$ cat config.mk
export PLATFORM = sky130hd
export DESIGN_NAME = mux_selftest_seq_flat
export DESIGN_NICKNAME = d
export VERILOG_FILES = /design/src/rtl/mux_selftest_seq_pkg.sv /design/src/rtl/mux_selftest_seq_if.sv /design/src/rtl/mux_selftest_seq_golden.sv /design/src/rtl/mux_selftest_seq.sv /design/src/flat_wrapper.sv
export SDC_FILE = /design/constraint.sdc
export NUM_CORES = 1
export LEC_CHECK = 0
export BUFFER_PORTS_ARGS = -buffer_cell sky130_fd_sc_hd__buf_2
export CORE_MARGIN = 2
export CORE_UTILIZATION = 55
export DETAILED_ROUTE_END_ITERATION = 10
export MAX_ROUTING_LAYER = met4
export PLACE_DENSITY = 0.79
export SYNTH_ARGS = -nofsm -noshare
export SYNTH_HDL_FRONTEND = slang
export SYNTH_SLANG_ARGS = --single-unit
$ cat constraint.sdc
create_clock -name clk -period 2.9 [get_ports clk]
set_clock_uncertainty 0.1 [all_clocks]
set_input_delay 0.29 -clock clk [delete_from_list [all_inputs] [get_ports clk]]
set_output_delay 0.29 -clock clk [all_outputs]
set_load 0.02 [all_outputs]
$ cat src/rtl/mux_selftest_seq_pkg.sv
// Shared types and constants for the 2:1 mux self-test sequencer.
package mux_test_pkg;

    typedef enum logic [1:0] {
        ST_IDLE   = 2'd0,
        ST_SETTLE = 2'd1,
        ST_CHECK  = 2'd2,
        ST_DONE   = 2'd3
    } state_t;

    localparam int NUM_VECTORS = 8;
    localparam int IDX_W       = 3;
    localparam int ERR_W       = 5;
    localparam int CNT_W       = 4;

    // Number of the three mux outputs that disagree with the expected value.
    function automatic logic [1:0] mismatch_count(input logic exp,
                                                  input logic y0,
                                                  input logic y1,
                                                  input logic y2);
        mismatch_count = {1'b0, y0 ^ exp} + {1'b0, y1 ^ exp} + {1'b0, y2 ^ exp};
    endfunction

endpackage

$ cat src/rtl/mux_selftest_seq_if.sv
// Bundle of control, stimulus, response and result signals of the sequencer.
interface mux_selftest_seq_if;

    logic                                start;
    logic                                a;
    logic                                b;
    logic                                s0;
    logic                                y0;
    logic                                y1;
    logic                                y2;
    logic                                busy;
    logic                                done;
    logic                                pass;
    logic [mux_test_pkg::ERR_W-1:0]       err_count;
    logic [mux_test_pkg::NUM_VECTORS-1:0] fail_vec;

    modport master (
        input  start, y0, y1, y2,
        output a, b, s0, busy, done, pass, err_count, fail_vec
    );

    modport slave (
        output start, y0, y1, y2,
        input  a, b, s0, busy, done, pass, err_count, fail_vec
    );

endinterface

$ cat src/rtl/mux_selftest_seq_golden.sv
// Reference 2:1 mux: the value every implementation under test must produce.
module mux_golden (
    input  logic a,
    input  logic b,
    input  logic s0,
    output logic y
);

    assign y = s0 ? b : a;

endmodule

$ cat src/rtl/mux_selftest_seq.sv
// Exhaustive self-test sequencer for a 2:1 mux with three implementations;
// walks all 8 input vectors and accumulates per-vector mismatch results.
module mux_selftest_seq
    import mux_test_pkg::*;
#(
    parameter int SETTLE_CYCLES = 2
) (
    input  logic                 clk,
    input  logic                 rst,
    mux_selftest_seq_if.master   bus
);

    localparam logic [CNT_W-1:0] CNT_LAST = CNT_W'(SETTLE_CYCLES - 1);
    localparam logic [IDX_W-1:0] IDX_LAST = IDX_W'(NUM_VECTORS - 1);

    state_t                  state_r, state_s;
    logic [IDX_W-1:0]        idx_r, idx_s;
    logic [CNT_W-1:0]        cnt_r, cnt_s;
    logic                    busy_r, busy_s;
    logic                    done_r, done_s;
    logic                    pass_r, pass_s;
    logic [ERR_W-1:0]        err_r, err_s;
    logic [NUM_VECTORS-1:0]  fail_r, fail_s;
    logic                    exp_s;
    logic [1:0]              miss_s;
    logic [ERR_W-1:0]        err_sum_s;

    // The vector index doubles as the registered stimulus {a,b,s0}.
    mux_golden u_golden (
        .a  (idx_r[2]),
        .b  (idx_r[1]),
        .s0 (idx_r[0]),
        .y  (exp_s)
    );

    assign miss_s    = mismatch_count(exp_s, bus.y0, bus.y1, bus.y2);
    assign err_sum_s = err_r + {{(ERR_W-2){1'b0}}, miss_s};

    // Next-state and next-result logic of the test sequence.
    always_comb begin
        state_s = state_r;
        idx_s   = idx_r;
        cnt_s   = cnt_r;
        pass_s  = pass_r;
        err_s   = err_r;
        fail_s  = fail_r;
        case (state_r)
            ST_IDLE: begin
                if (bus.start) begin
                    state_s = ST_SETTLE;
                    idx_s   = {IDX_W{1'b0}};
                    cnt_s   = {CNT_W{1'b0}};
                    pass_s  = 1'b0;
                    err_s   = {ERR_W{1'b0}};
                    fail_s  = {NUM_VECTORS{1'b0}};
                end else begin
                    state_s = ST_IDLE;
                end
            end
            ST_SETTLE: begin
                if (cnt_r == CNT_LAST) begin
                    state_s = ST_CHECK;
                    cnt_s   = {CNT_W{1'b0}};
                end else begin
                    cnt_s   = cnt_r + 4'd1;
                end
            end
            ST_CHECK: begin
                err_s         = err_sum_s;
                fail_s[idx_r] = fail_r[idx_r] | (miss_s != 2'd0);
                // pass includes the last vector, so it is valid alongside done
                if (idx_r == IDX_LAST) begin
                    state_s = ST_DONE;
                    pass_s  = (err_sum_s == {ERR_W{1'b0}});
                end else begin
                    state_s = ST_SETTLE;
                    idx_s   = idx_r + 3'd1;
                    cnt_s   = {CNT_W{1'b0}};
                end
            end
            ST_DONE: begin
                state_s = ST_IDLE;
                idx_s   = {IDX_W{1'b0}};
                cnt_s   = {CNT_W{1'b0}};
            end
            default: begin
                state_s = ST_IDLE;
                idx_s   = {IDX_W{1'b0}};
                cnt_s   = {CNT_W{1'b0}};
            end
        endcase
        busy_s = (state_s != ST_IDLE);
        done_s = (state_s == ST_DONE);
    end

    // State and result registers.
    always_ff @(posedge clk or posedge rst) begin
        if (rst) begin
            state_r <= ST_IDLE;
            idx_r   <= {IDX_W{1'b0}};
            cnt_r   <= {CNT_W{1'b0}};
            busy_r  <= 1'b0;
            done_r  <= 1'b0;
            pass_r  <= 1'b0;
            err_r   <= {ERR_W{1'b0}};
            fail_r  <= {NUM_VECTORS{1'b0}};
        end else begin
            state_r <= state_s;
            idx_r   <= idx_s;
            cnt_r   <= cnt_s;
            busy_r  <= busy_s;
            done_r  <= done_s;
            pass_r  <= pass_s;
            err_r   <= err_s;
            fail_r  <= fail_s;
        end
    end

    assign bus.a         = idx_r[2];
    assign bus.b         = idx_r[1];
    assign bus.s0        = idx_r[0];
    assign bus.busy      = busy_r;
    assign bus.done      = done_r;
    assign bus.pass      = pass_r;
    assign bus.err_count = err_r;
    assign bus.fail_vec  = fail_r;

endmodule
$ cat src/flat_wrapper.sv
// flat-port wrapper written by rule: the top's interface ports become plain ports
module mux_selftest_seq_flat import mux_test_pkg::*;
#(
    parameter int SETTLE_CYCLES = 2
)
  (clk, rst, bus_start, bus_y0, bus_y1, bus_y2, bus_a, bus_b, bus_s0, bus_busy, bus_done, bus_pass, bus_err_count, bus_fail_vec);
  mux_selftest_seq_if bus_i ();
  input  logic clk;
  input  logic rst;
  input wire logic [$bits(bus_i.start)-1:0] bus_start;
  input wire logic [$bits(bus_i.y0)-1:0] bus_y0;
  input wire logic [$bits(bus_i.y1)-1:0] bus_y1;
  input wire logic [$bits(bus_i.y2)-1:0] bus_y2;
  output wire logic [$bits(bus_i.a)-1:0] bus_a;
  output wire logic [$bits(bus_i.b)-1:0] bus_b;
  output wire logic [$bits(bus_i.s0)-1:0] bus_s0;
  output wire logic [$bits(bus_i.busy)-1:0] bus_busy;
  output wire logic [$bits(bus_i.done)-1:0] bus_done;
  output wire logic [$bits(bus_i.pass)-1:0] bus_pass;
  output wire logic [$bits(bus_i.err_count)-1:0] bus_err_count;
  output wire logic [$bits(bus_i.fail_vec)-1:0] bus_fail_vec;
  assign bus_i.start = bus_start;
  assign bus_i.y0 = bus_y0;
  assign bus_i.y1 = bus_y1;
  assign bus_i.y2 = bus_y2;
  assign bus_a = bus_i.a;
  assign bus_b = bus_i.b;
  assign bus_s0 = bus_i.s0;
  assign bus_busy = bus_i.busy;
  assign bus_done = bus_i.done;
  assign bus_pass = bus_i.pass;
  assign bus_err_count = bus_i.err_count;
  assign bus_fail_vec = bus_i.fail_vec;
  mux_selftest_seq #(.SETTLE_CYCLES(SETTLE_CYCLES)) u_core (.clk(clk), .rst(rst), .bus(bus_i));
endmodule
After elaboration in Yosys (flattened, before gate mapping)
Index checks and enable logic that the tools add are counted.
- output and inout bits: 19
- bits in read-only memories: 0
- RAM bits: 0
- word-level logic and storage cells: 63
- input bits: 6
- memories: 0
- bits in registers: 25
- latch bits: 0
- mux-type cells: 24
- shifts and indexed selects: 0
- eq/ne operators: 9
- bitwise gates (word level): 4
- $mul: 0
- magnitude comparators: 2
- reduce and logical (&&, ||, !) cells: 11
- add/sub/neg operators: 5
- divide/modulo/power cells: 0
- operators with widths (kind ; count):
    4-bit one-hot mux with 4 select lines ; 1
    8-bit one-hot mux with 2 select lines ; 1
    4-bit two-way mux ; 3
    5-bit one-hot mux with 2 select lines ; 1
    3-bit one-hot mux with 3 select lines ; 1
    8-bit bitwise mux ; 1
    8-bit two-way mux ; 1
    2-bit one-hot mux with 4 select lines ; 1
    2-bit == test (second input constant) ; 3
    1-bit two-way mux ; 6
    3-bit two-way mux ; 2
    3-bit AND reduction ; 2
    2-bit nonzero test ; 3
    5-bit by 2-bit adder with 5-bit output ; 1
    5-bit logical NOT ; 1
    5-bit two-way mux ; 1
    4-bit by 1-bit adder with 4-bit output (second input constant) ; 1
    4-bit by 1-bit == test with 1-bit output (second input constant) ; 1
    3-bit by 4-bit less-than comparator with 1-bit output (second input constant) ; 1
    2-bit two-way mux ; 2
    2-bit != test (second input constant) ; 2
    2-bit AND reduction ; 2
    3-bit by 1-bit adder with 3-bit output (second input constant) ; 1
    1-bit binary-select mux with 3-bit select ; 1
    13 further kinds ; 15

Longest topological paths before layout
Gate-level depths: netlist of the first run.
- word-level depth: 8
- gate-level depth with buffers: 10
- gate-level depth less buffers: 9

Modules after synthesis
From an unflattened synthesis of the first run, not the netlist that was laid out.
- cells, all modules: 144
- area total of the unflattened synthesis: 1441.4 µm²
- by module, submodules not included (module ; times used ; cells an instance ; area an instance (µm²) ; seq. area each (µm²)):
    mux_selftest_seq ; 1 ; 143 ; 1426.4 ; 625.6
    mux_golden ; 1 ; 1 ; 15.0 ; 0.0

Worst setup path before layout of the first run
Ideal clock, no wire load.
- path type: register to register
- start point: register u_core.idx_r[0]
- end point: register u_core.err_r[4], in the netlist u_core.bus.err_count[4]
- required time: 2.679 ns
- arrival time: 2.544 ns
- period minus slack after synthesis: 2.765 ns
- slack: 0.135 ns
- library setup time: 0.121 ns
- stages on the path, launching flop included: 11
- path buffers: 1
- cells stage by stage: dfrtp_1 -> buf_6 -> mux2i_1 -> xnor2_1 -> ha_1 -> or2_2 -> fa_1 -> nand3_1 -> nor3_1 -> a21o_1 -> a22o_1
- cells in the longest elaborated chain, start to end: 6
- elaborated cells on any way between the ends: 8
- those cells by class: add/sub (3); mux (2); bitwise (3)
- ends and longest elaborated chain (what ; line ; source):
    start: declaration ; mux_selftest_seq.sv:17 ; logic [IDX_W-1:0] idx_r, idx_s;
    start signal: assignment ; mux_selftest_seq.sv:100 ; idx_r <= {IDX_W{1'b0}};
    start signal: assignment ; mux_selftest_seq.sv:109 ; idx_r <= idx_s;
    1-bit two-way mux * ; mux_selftest_seq_golden.sv:9 ; assign y = s0 ? b : a;
    1-bit bitwise XOR ; mux_selftest_seq_pkg.sv:21 ; mismatch_count = {1'b0, y0 ^ exp} + {1'b0, y1 ^ exp} + {1'b0, y2 ^ exp};
    1-bit by 1-bit adder with 2-bit output ; mux_selftest_seq_pkg.sv:21 ;
    2-bit by 1-bit adder with 2-bit output * ; mux_selftest_seq_pkg.sv:21 ;
    5-bit by 2-bit adder with 5-bit output * ; mux_selftest_seq.sv:37 ; assign err_sum_s = err_r + {{(ERR_W-2){1'b0}}, miss_s};
    5-bit one-hot mux with 2 select lines * ; mux_selftest_seq.sv:47 ; case (state_r)
    end signal: assignment ; mux_selftest_seq.sv:105 ; err_r <= {ERR_W{1'b0}};
    end signal: assignment ; mux_selftest_seq.sv:114 ; err_r <= err_s;
    end: declaration ; mux_selftest_seq.sv:22 ; logic [ERR_W-1:0] err_r, err_s;
Mark *: on every way between the ends. The rest lies on a longest branch, timed or not.
A chain may end at the register's enable or synchronous reset.

Worst setup path after layout of the first run
- start point: register u_core.idx_r[0]
- end point: register u_core.pass_r, in the netlist u_core.bus.pass
- cells in the longest elaborated chain, start to end: 8
- elaborated cells on any way between the ends: 13
- those cells by class: add/sub (3); eq/ne (2); mux (3); bitwise (3); reduce/logical (2)
- ends and longest elaborated chain (what ; line ; source):
    1-bit two-way mux ; mux_selftest_seq_golden.sv:9 ;
    1-bit bitwise XOR ; mux_selftest_seq_pkg.sv:21 ;
    1-bit by 1-bit adder with 2-bit output ; mux_selftest_seq_pkg.sv:21 ;
    2-bit by 1-bit adder with 2-bit output ; mux_selftest_seq_pkg.sv:21 ;
    5-bit by 2-bit adder with 5-bit output ; mux_selftest_seq.sv:37 ;
    5-bit logical NOT ; mux_selftest_seq.sv:74 ; pass_s = (err_sum_s == {ERR_W{1'b0}});
    1-bit two-way mux ; mux_selftest_seq.sv:72 ; if (idx_r == IDX_LAST) begin
    1-bit one-hot mux with 2 select lines ; mux_selftest_seq.sv:47 ;
    end signal: assignment ; mux_selftest_seq.sv:113 ; pass_r <= pass_s;
    end: declaration ; mux_selftest_seq.sv:21 ; logic pass_r, pass_s;
Several ways; a longest one is shown, not always the timed one. The select of a mux whose other input is x is not followed.

==> impl_results.md, run 1 <==
* CTS root buf: clkbuf_4
* Synth area leaders: dfrtp_1 (44%), ha_1 (6.1%), mux2i_1 (5.6%), nand2_1 (4.2%), a211oi_1 (3.2%)
* Synth area leader: dfrtp_1
* Slew @ Worst Pin at 0.9448 ns
* Share of cells above drive strength 1 at 22.16%
* Leakage at 0.7958 nW
* # resized after CTS at 0
* Max FO, Critical Path at 2
* Max-slew violation total from the final report at 0
* Area growth, synth to finish at 12.26%
* VDD IR max at 0.4284 mV
* Synth Area in Simple Gates at 18.04%
* Number of post-CTS setup repair buffers at 0
* Fmax at 390.3 MHz
* CTS tree: done
* Synth Flop Type: dfrtp_1
* Die footprint at 3022 um^2
* Height of the die at 54.97 um
* Synth Area per Inst at 10.06 um^2
* Ant diodes at 0
* Clk slew on worst S/H paths at 0.13 ns
* Post-synthesis mux area share at 7.180%
* RSZ-0062 raised after global routing: no
* Setup crit start kind: flip-flop
* # port buffers at 24
* Post-Synth Adder-Cell Area at 7.531%
* Syn Inst Count at 142
* Initial antenna violation count at 0
* Post-synthesis cell type count at 33
* Worst setup EP type: flip-flop
* Final setup TNS at 0 ns
* Final hold vios at 0
* Worst path slowest cell: fa_1
* Crit path kind: reg -> reg
* Drt initial violations at 11
* Relative slew slack at 36.95%
* Ordered list of cells on the worst path: mux2i_1 > xnor2_1 > ha_1 > or2_2 > fa_1 > nor2_1 > nand4_1 > o41ai_1
* Largest family of logic cells by synthesized area: simple AND/OR/NAND/NOR gates
* CP required at 3.00 ns
* Chip width at 54.97 um
* Final setup vio count at 0
* Max cap viols at 0
* Post-route clock period utilization at 88.35%
* Fin nets at 182
* H-tree Lvls at 1
* Initial Util at 57.68%
* Post-synth EDFFs at 0
* GR Overflow Total at 0
* Hold WS at 0.06966 ns
* CTS buffer count at 3
* ANT nets after route at 0
* Seq cells post-synth at 25
* Routed length per instance at 14.02 um
* Final min period at 2.562 ns
* Crit path buf inv count at 0
* Via-to-Cell Ratio at 5.538
* Syn nets at 156
* Ports at 25
* Num Clock Sinks at 25
* Crit path largest cell delay at 0.49 ns
* Routed vias at 1091
* Synthesis warning total at 0
* Status: finished clean
* Area of the mapped netlist at 1429 um^2
* Cell row count at 18
* Wirelength, routed at 2762 um
* CP arrival at 2.66 ns
* Clk buf depth at 2
* Core area at 2477 um^2
* CTS hold repair buffers at 0
* GRT Overall Usage at 20.84%
* HPWL Detailed at 2117 um
* Type of the worst min-delay path: in -> async
* Reg-to-reg setup timing slack at 0.34 ns
* Power density over the cells at 735.7 nW/um^2
* DRC violations left at 0
* TritonRoute pass-1 iters at 4
* Total power at 1.180 mW
* Top-area cell type share of the netlist area at 43.78%
* Xor and xnor area share after synthesis at 3.678%
* CP delay by family, top: adder cells
* Final GP Congestion at 0.8201
* Vias in the first global route at 967
* Clk_lat worst skew at 0.30 ns
* Seq/Total Area, Yosys at 43.78%
* Synth Area in Compound Gates at 15.76%
* Largest net degree at the start of global routing at 26
* First-pass GRT wire length at 4402 um
* Ys async rst share at 100.0%
[registers in the layout, summed over array words and instances, names as in the netlist]
register              count
u_core.bus.fail_vec       8
u_core.bus.err_count      5
u_core.cnt_r              4
u_core.idx_r              3
u_core.state_r            2
u_core.bus.busy           1
u_core.bus.done           1
u_core.bus.pass           1
[layout by cell type (no fill, tap or decap), types with 4 or more instances in the layout]
| master | netlist | layout |
|---|---|---|
| a22o_1 | 4 | 4 |
| mux2i_1 | 8 | 8 |
| a21o_1 | 4 | 4 |
| a211oi_1 | 6 | 6 |
| buf_4 | 1 | 4 |
| nand2_1 | 16 | 16 |
| o21ai_0 | 8 | 8 |
| ha_1 | 7 | 7 |
| nor3_1 | 5 | 5 |
| nor2_1 | 10 | 10 |
| nand2b_1 | 4 | 4 |
| dfrtp_1 | 25 | 25 |
| buf_2 | 1 | 24 |
| inv_1 | 5 | 5 |
| a21oi_1 | 5 | 5 |
[worst paths after layout]
path / from / end / cells past startpoint
setup / recovery: u_core.idx_r[0]$_DFFE_PP0P_ / u_core.bus.pass$_DFFE_PP0P_ / 8
hold / removal: rst / u_core.bus.fail_vec[5]$_DFFE_PP0P_ / 2
setup reg to reg: u_core.idx_r[0]$_DFFE_PP0P_ / u_core.bus.pass$_DFFE_PP0P_ / 8
hold reg to reg: u_core.bus.pass$_DFFE_PP0P_ / u_core.bus.pass$_DFFE_PP0P_ / 2
max in group asynchronous: rst / u_core.bus.err_count[3]$_DFFE_PP0P_ / 2
min in group clk: bus_start / u_core.idx_r[1]$_DFFE_PP0P_ / 4
[per-layer routing]
layer  GRT usage (%)  wire length [um]
met5               -                 0
met1           29.02              1307
met2           33.33              1359
met4           4.065                15
met3           2.419                80
[cells in the mapped netlist, types with 4 or more instances]
cell,instances
a21oi_1,5
nor3_1,5
ha_1,7
a21o_1,4
clkbuf_1,4
nand2b_1,4
a22o_1,4
inv_1,5
mux2i_1,8
dfrtp_1,25
nand2_1,16
nor2_1,10
o21ai_0,8
a211oi_1,6
[cell families (layout without fill, tap and decap cells)]
kind of cell	after synthesis	count (layout)
and+or+nand+nor	49	49
AOI/OAI and AO/OA	33	33
DFF	25	25
buffers and inverters	12	37
muxes	9	9
adders and majority gates	8	8
xor gates and xnor gates	6	6
[cell type report]
class                           instances  area [um^2]
Timing Repair Buffer                   28        150.1
Multi-Input combinational cell        105        745.7
Tap cell                               30        37.54
Inverter                                5        18.77
Fill cell                             221        873.3
Clock buffer                            4        26.28
Sequential cell                        25        625.6
[per-stage QoR]
stage	worst slack [ns]	area (um^2)	instances	utilization, %
6_report	0.3378	1604	197	64.75
5_1_grt	0.1035	1604	197	64.75
4_1_cts	0.2962	1604	197	64.75
3_5_place_dp	0.3319	1578	193	63.69
3_3_place_gp	0.4059	1578	193	63.69
2_1_floorplan	0.1353	1429	142	-
[where the power goes]
group	switching [mW]	total [mW]	internal, mW
registers	0.0821	0.504	0.422
clock network	0.0975	0.151	0.0535
logic	0.313	0.525	0.213
total	0.492	1.18	0.688
[worst register-to-register path, delay by kind of cell (launching register included)]
family | cells | cell delay, ns
fa+ha+maj | 2 | 0.72
simple gates | 3 | 0.56
flops | 1 | 0.39
mux | 1 | 0.30
compound gates | 1 | 0.28
xor+xnor | 1 | 0.12
(Power assumes the default switching activity.)
==> inputs of run 2 (changes only) <==
ABC_AREA = 1   (was not set)
PLACE_DENSITY = 0.78   (was 0.79)
==> run 2 against run 1 <==
Area after synthesis grew 7.3%; global-route usage shrank 0.13 points; total power grew 2.2%; cell count grew 28%; sequential power shrank 4.0%; wire length grew 6.5%; utilization shrank 2.2 points; critical path type unchanged; critical endpoint unchanged; largest power group unchanged.
==> impl_results.md, run 2 <==
* Synth Area in Compound Gates at 5.551%
* Largest net degree at the start of global routing at 26
* Dpl ws at 0.3384 ns
* Setup crit start kind: flip-flop
* Synth Area in Simple Gates at 30.69%
* Finished Core Util at 62.56%
* Syn nets at 209
* Dpl cells at 249
* Area of the mapped netlist at 1533 um^2
* Routed length per instance at 11.63 um
* Post-synthesis cell type count at 27
* Leakage at 0.9316 nW
* Final setup TNS at 0 ns
* Cell row count at 19
* Max-slew violation total from the final report at 0
* Chip width at 56.79 um
* Area growth, synth to finish at 10.61%
* Power density over the cells at 711.6 nW/um^2
* Synth area leaders: dfrtp_1 (41%), nand3_1 (8.8%), nand2_1 (8.3%), inv_1 (6.6%), ha_1 (5.7%)
* CP arrival at 2.76 ns
* Synth Flop Type: dfrtp_1
* Max FO, Critical Path at 11
* VDD IR max at 0.4095 mV
* GRT Overall Usage at 20.71%
* Final GP Congestion at 0.8066
* Most frequent cells in the layout: nand2_1 (34), inv_1 (27), nand3_1 (27), dfrtp_1 (25), buf_2 (24)
* Fin nets at 237
* Type of the worst min-delay path: in -> async
* Final hold vios at 0
* CTS hold repair buffers at 0
* Number of post-CTS setup repair buffers at 0
* Clk buf depth at 2
* Total power at 1.206 mW
* Num Clock Sinks at 25
* Top-area cell type share of the netlist area at 40.82%
* Ports at 25
* Commonest non-fill, non-tap cell in the layout: nand2_1
* DRC violations left at 0
* Syn Inst Count at 195
* Relative slew slack at 37.10%
* Seq cells post-synth at 25
* Clk slew on worst S/H paths at 0.15 ns
* Post-synth EDFFs at 0
* Post-route clock period utilization at 88.66%
* CTS tree: done
* Synth area leader: dfrtp_1
* Count leader, synth: nand2_1
* H-tree Lvls at 1
* CTS root buf: clkbuf_4
* Post-synth top cells: nand2_1 (34), inv_1 (27), nand3_1 (27)
* Post-Synth Adder-Cell Area at 7.020%
* Crit path kind: reg -> reg
* # port buffers at 24
* Ant diodes at 0
* Synth Area per Inst at 7.860 um^2
* Wirelength, routed at 2942 um
* CTS buffer count at 3
* Initial Util at 56.56%
* Clk_lat worst skew at 0.34 ns
* Post-synthesis mux area share at 0%
* Initial antenna violation count at 0
* Max reg flops at 8
* Ys async rst share at 100.0%
* Final setup vio count at 0
* Setup WS post-layout at 0.3288 ns
* Largest family of logic cells by synthesized area: simple AND/OR/NAND/NOR gates
* TritonRoute pass-1 iters at 4
* First-pass GRT wire length at 5140 um
* Status: finished clean
* Vias in the first global route at 1183
* ANT nets after route at 0
* # resized after CTS at 0
* Fmax at 388.9 MHz
* RSZ-0062 raised after global routing: no
* Post-Layout Cell Count at 253
* Worst setup EP type: flip-flop
* Drt initial violations at 37
* CP required at 3.09 ns
* Via-to-Cell Ratio at 5.043
* Xor and xnor area share after synthesis at 3.429%
* Synthesis warning total at 0
* Height of the die at 56.79 um
* Max cap viols at 0
* Core area at 2710 um^2
* Seq/Total Area, Yosys at 40.82%
* Share of cells above drive strength 1 at 21.17%
* Slew @ Worst Pin at 0.9425 ns
* HPWL Detailed at 2142 um
* Routed vias at 1276
* Die footprint at 3225 um^2
* Final min period at 2.571 ns
* GR Overflow Total at 0
==> run 2: kinds of logic after synthesis <==
family | count (synthesis)
buf+inv | 43
simple gates | 98
compound gates | 15
flops | 25
fa+ha+maj | 8
xor+xnor | 6
==> run 2: cell type report <==
cell class	instances	area [um^2]
clock buffer	3	22.52
clock inverter	1	5.005
fill	249	1015
inverter	40	152.6
multi-input combinational	127	715.7
sequential	25	625.6
tap	31	38.79
timing repair buffer	26	135.1
==> run 2: path summary, 6_finish.rpt <==
kind,from,cells past startpoint,slack (ns),to
worst min register to register,u_core.bus.pass$_DFFE_PP0P_,2,0.40,u_core.bus.pass$_DFFE_PP0P_
min in group clk,bus_start,5,0.30,u_core.cnt_r[0]$_DFFE_PP0P_
worst max-delay path,u_core.idx_r[0]$_DFFE_PP0P_,13,0.33,u_core.bus.pass$_DFFE_PP0P_
worst min-delay path,rst,2,0.03,u_core.cnt_r[0]$_DFFE_PP0P_
worst max register to register,u_core.idx_r[0]$_DFFE_PP0P_,13,0.33,u_core.bus.pass$_DFFE_PP0P_
max in group asynchronous,rst,2,2.09,u_core.idx_r[0]$_DFFE_PP0P_
==> run 2: power by group <==
| part | internal [mW] | leakage [nW] | switching [mW] | total, mW |
|---|---|---|---|---|
| combinational | 0.180 | 0.576 | 0.375 | 0.554 |
| clock | 0.0520 | 0.0177 | 0.117 | 0.169 |
| sequential | 0.419 | 0.338 | 0.0643 | 0.484 |
==> run 2: per-layer routing <==
layer	global-route usage (%)	vias to the layer above	wire [um]
li1	-	661	-
met1	28.66	580	1440
met2	31.56	30	1321
met3	2.074	5	128
met4	7.973	0	52
met5	-	-	0
==> run 2: worst max-delay path, cell delays in order (launching register included) <==
cell,delay (ns)
dfrtp_1,0.50
inv_4,0.11
nand2_4,0.09
nand2_1,0.07
xor2_1,0.15
ha_1,0.22
nor2_4,0.23
inv_1,0.11
fa_1,0.44
xnor2_1,0.19
nand4_1,0.10
nor2_1,0.10
nand3_1,0.07
nand2_1,0.06
==> run 2: through the flow <==
step	hold WS (ns)	cell area [um^2]
floorplan	0.2173	1533
global placement	0.3714	1668
detailed placement	0.3618	1668
CTS	0.08170	1695
global route	0.1336	1695
finish	0.03281	1695
==> inputs of run 3 (changes only) <==
clock period = 2.6 ns   (was 2.9 ns; I/O delays follow)
==> run 3 against run 2 <==
Utilization up 1.8 points; flip-flop and latch count unchanged; sequential share of layout area down 0.93 points; design area up 2.8%; cell count up 1.6%; critical path depth down 1; global-route usage down 0.74 points; combinational power up 15%; sequential power up 12%; hold slack better by 0.20 ns; critical path type unchanged; critical endpoint unchanged; largest cell class unchanged.
==> impl_results.md, run 3 (synthesis gave the netlist of run 2 again) <==
* Commonest non-fill, non-tap cell in the layout: nand2_1
* # port buffers at 24
* Max-slew violation total from the final report at 0
* Initial Util at 56.56%
* Setup crit start kind: flip-flop
* CP arrival at 2.57 ns
* CTS tree: done
* GRT Overall Usage at 19.96%
* Cell row count at 19
* Die footprint at 3225 um^2
* Relative slew slack at 78.74%
* Drt initial violations at 31
* Max reg flops at 8
* Num Clock Sinks at 25
* Most frequent cells in the layout: nand2_1 (34), inv_1 (27), nand3_1 (27), buf_2 (24), dfrtp_1 (24)
* Crit path largest cell delay at 0.46 ns
* Ordered list of cells on the worst path: inv_4 > nand2_4 > nand2_1 > xor2_1 > ha_1 > ha_1 > fa_2 > xnor2_2 > nand4_1 > nor2_1 > nand3_1 > nand2_1
* Wirelength, routed at 2847 um
* Clk buf depth at 2
* CP required at 2.79 ns
* Final min period at 2.382 ns
* Via-to-Cell Ratio at 4.895
* Ant diodes at 0
* Dpl ws at 0.09394 ns
* Routed length per instance at 11.08 um
* Final hold vios at 0
* Share of cells above drive strength 1 at 23.45%
* Clk slew on worst S/H paths at 0.16 ns
* Height of the die at 56.79 um
* Crit path kind: reg -> reg
* VDD IR max at 0.5244 mV
* RSZ-0062 raised after global routing: no
* Post-route clock period utilization at 91.62%
* Type of the worst min-delay path: in -> reg
* DRC violations left at 0
* Status: finished clean
* Total power at 1.367 mW
* Final GP Congestion at 0.8609
* GR Overflow Total at 0
* Crit path buf inv count at 1
* Largest net degree at the start of global routing at 26
* CTS root buf: clkbuf_4
* Core area at 2710 um^2
* Area growth, synth to finish at 13.71%
* CTS buffer count at 3
* CP delay by family, top: adder cells
* TritonRoute pass-1 iters at 4
* Initial antenna violation count at 0
* Fmax at 419.8 MHz
* Fin nets at 241
* First-pass GRT wire length at 4974 um
* Worst setup EP type: flip-flop
* Max FO, Critical Path at 11
* Slew @ Worst Pin at 0.3189 ns
* Final setup TNS at 0 ns
* Final setup vio count at 0
* Leakage at 0.9498 nW
* Clk_lat worst skew at 0.33 ns
* Max cap viols at 0
* Vias in the first global route at 1170
* ANT nets after route at 0
* Chip width at 56.79 um
* Routed vias at 1258
* Power density over the cells at 784.2 nW/um^2
* Ports at 25
* H-tree Lvls at 1
* HPWL Detailed at 2134 um
* Setup WS post-layout at 0.2178 ns
* Worst path slowest cell: dfrtp_2
==> run 3: worst reg2reg max path, stage by stage, from the launching register on <==
cell,delay [ns]
dfrtp_2,0.46
inv_4,0.13
nand2_4,0.07
nand2_1,0.07
xor2_1,0.15
ha_1,0.29
ha_1,0.23
fa_2,0.38
xnor2_2,0.15
nand4_1,0.09
nor2_1,0.09
nand3_1,0.07
nand2_1,0.07
==> run 3: final timing paths <==
path                                             startpoint                            endpoint  slack [ns]  depth (start not counted)
worst min-delay path                              bus_start         u_core.cnt_r[0]$_DFFE_PP0P_        0.24                          5
max in group asynchronous                               rst         u_core.idx_r[0]$_DFFE_PP0P_        1.73                          4
min in group asynchronous                               rst  u_core.bus.fail_vec[2]$_DFFE_PP0P_        0.39                          4
worst max register to register  u_core.idx_r[0]$_DFFE_PP0P_         u_core.bus.pass$_DFFE_PP0P_        0.22                         12
worst min register to register  u_core.bus.pass$_DFFE_PP0P_         u_core.bus.pass$_DFFE_PP0P_        0.40                          2
worst max-delay path            u_core.idx_r[0]$_DFFE_PP0P_         u_core.bus.pass$_DFFE_PP0P_        0.22                         12
==> run 3: area by class of cell <==
cell class	count	area, um^2
repair buffers	30	167.7
multi-input cells	127	725.7
well taps	31	38.79
flip-flops and latches	25	626.9
fillers	248	967.2
clock inverters	1	8.758
inverters	40	152.6
clock buffers	3	22.52
==> run 3: per-stage QoR <==
stage          cells  hold WS (ns)  utilization (%)  instance area (um^2)
3_5_place_dp     251        0.2251            62.14                  1684
2_1_floorplan    195        0.1873                -                  1534
4_1_cts          256        0.2376            63.67                  1725
5_1_grt          257        0.2761            64.31                  1743
6_report         257        0.2374            64.31                  1743
3_3_place_gp     251        0.2245            62.14                  1684
==> run 3: power breakdown <==
group	switching [mW]	internal (mW)	total, mW
logic	0.419	0.219	0.638
registers	0.0710	0.469	0.540
clock network	0.126	0.0626	0.189
==> run 3: layer usage <==
| metal | global-route usage [%] | vias to the layer above | wire length (um) |
|---|---|---|---|
| met5 | - | - | 0 |
| met4 | 6.977 | 0 | 42 |
| met3 | 2.074 | 4 | 105 |
| met2 | 30.56 | 26 | 1283 |
| met1 | 27.77 | 561 | 1416 |
| li1 | - | 667 | - |
==> run 3: what timing repair did <==
action | in CTS | in global routing
hold buffers | 1 | 0
hold endpoints to repair | 25 | 0
buffers inserted | 0 | 1
resized for setup | 0 | 2
endpoints found under the setup margin | 0 | 2
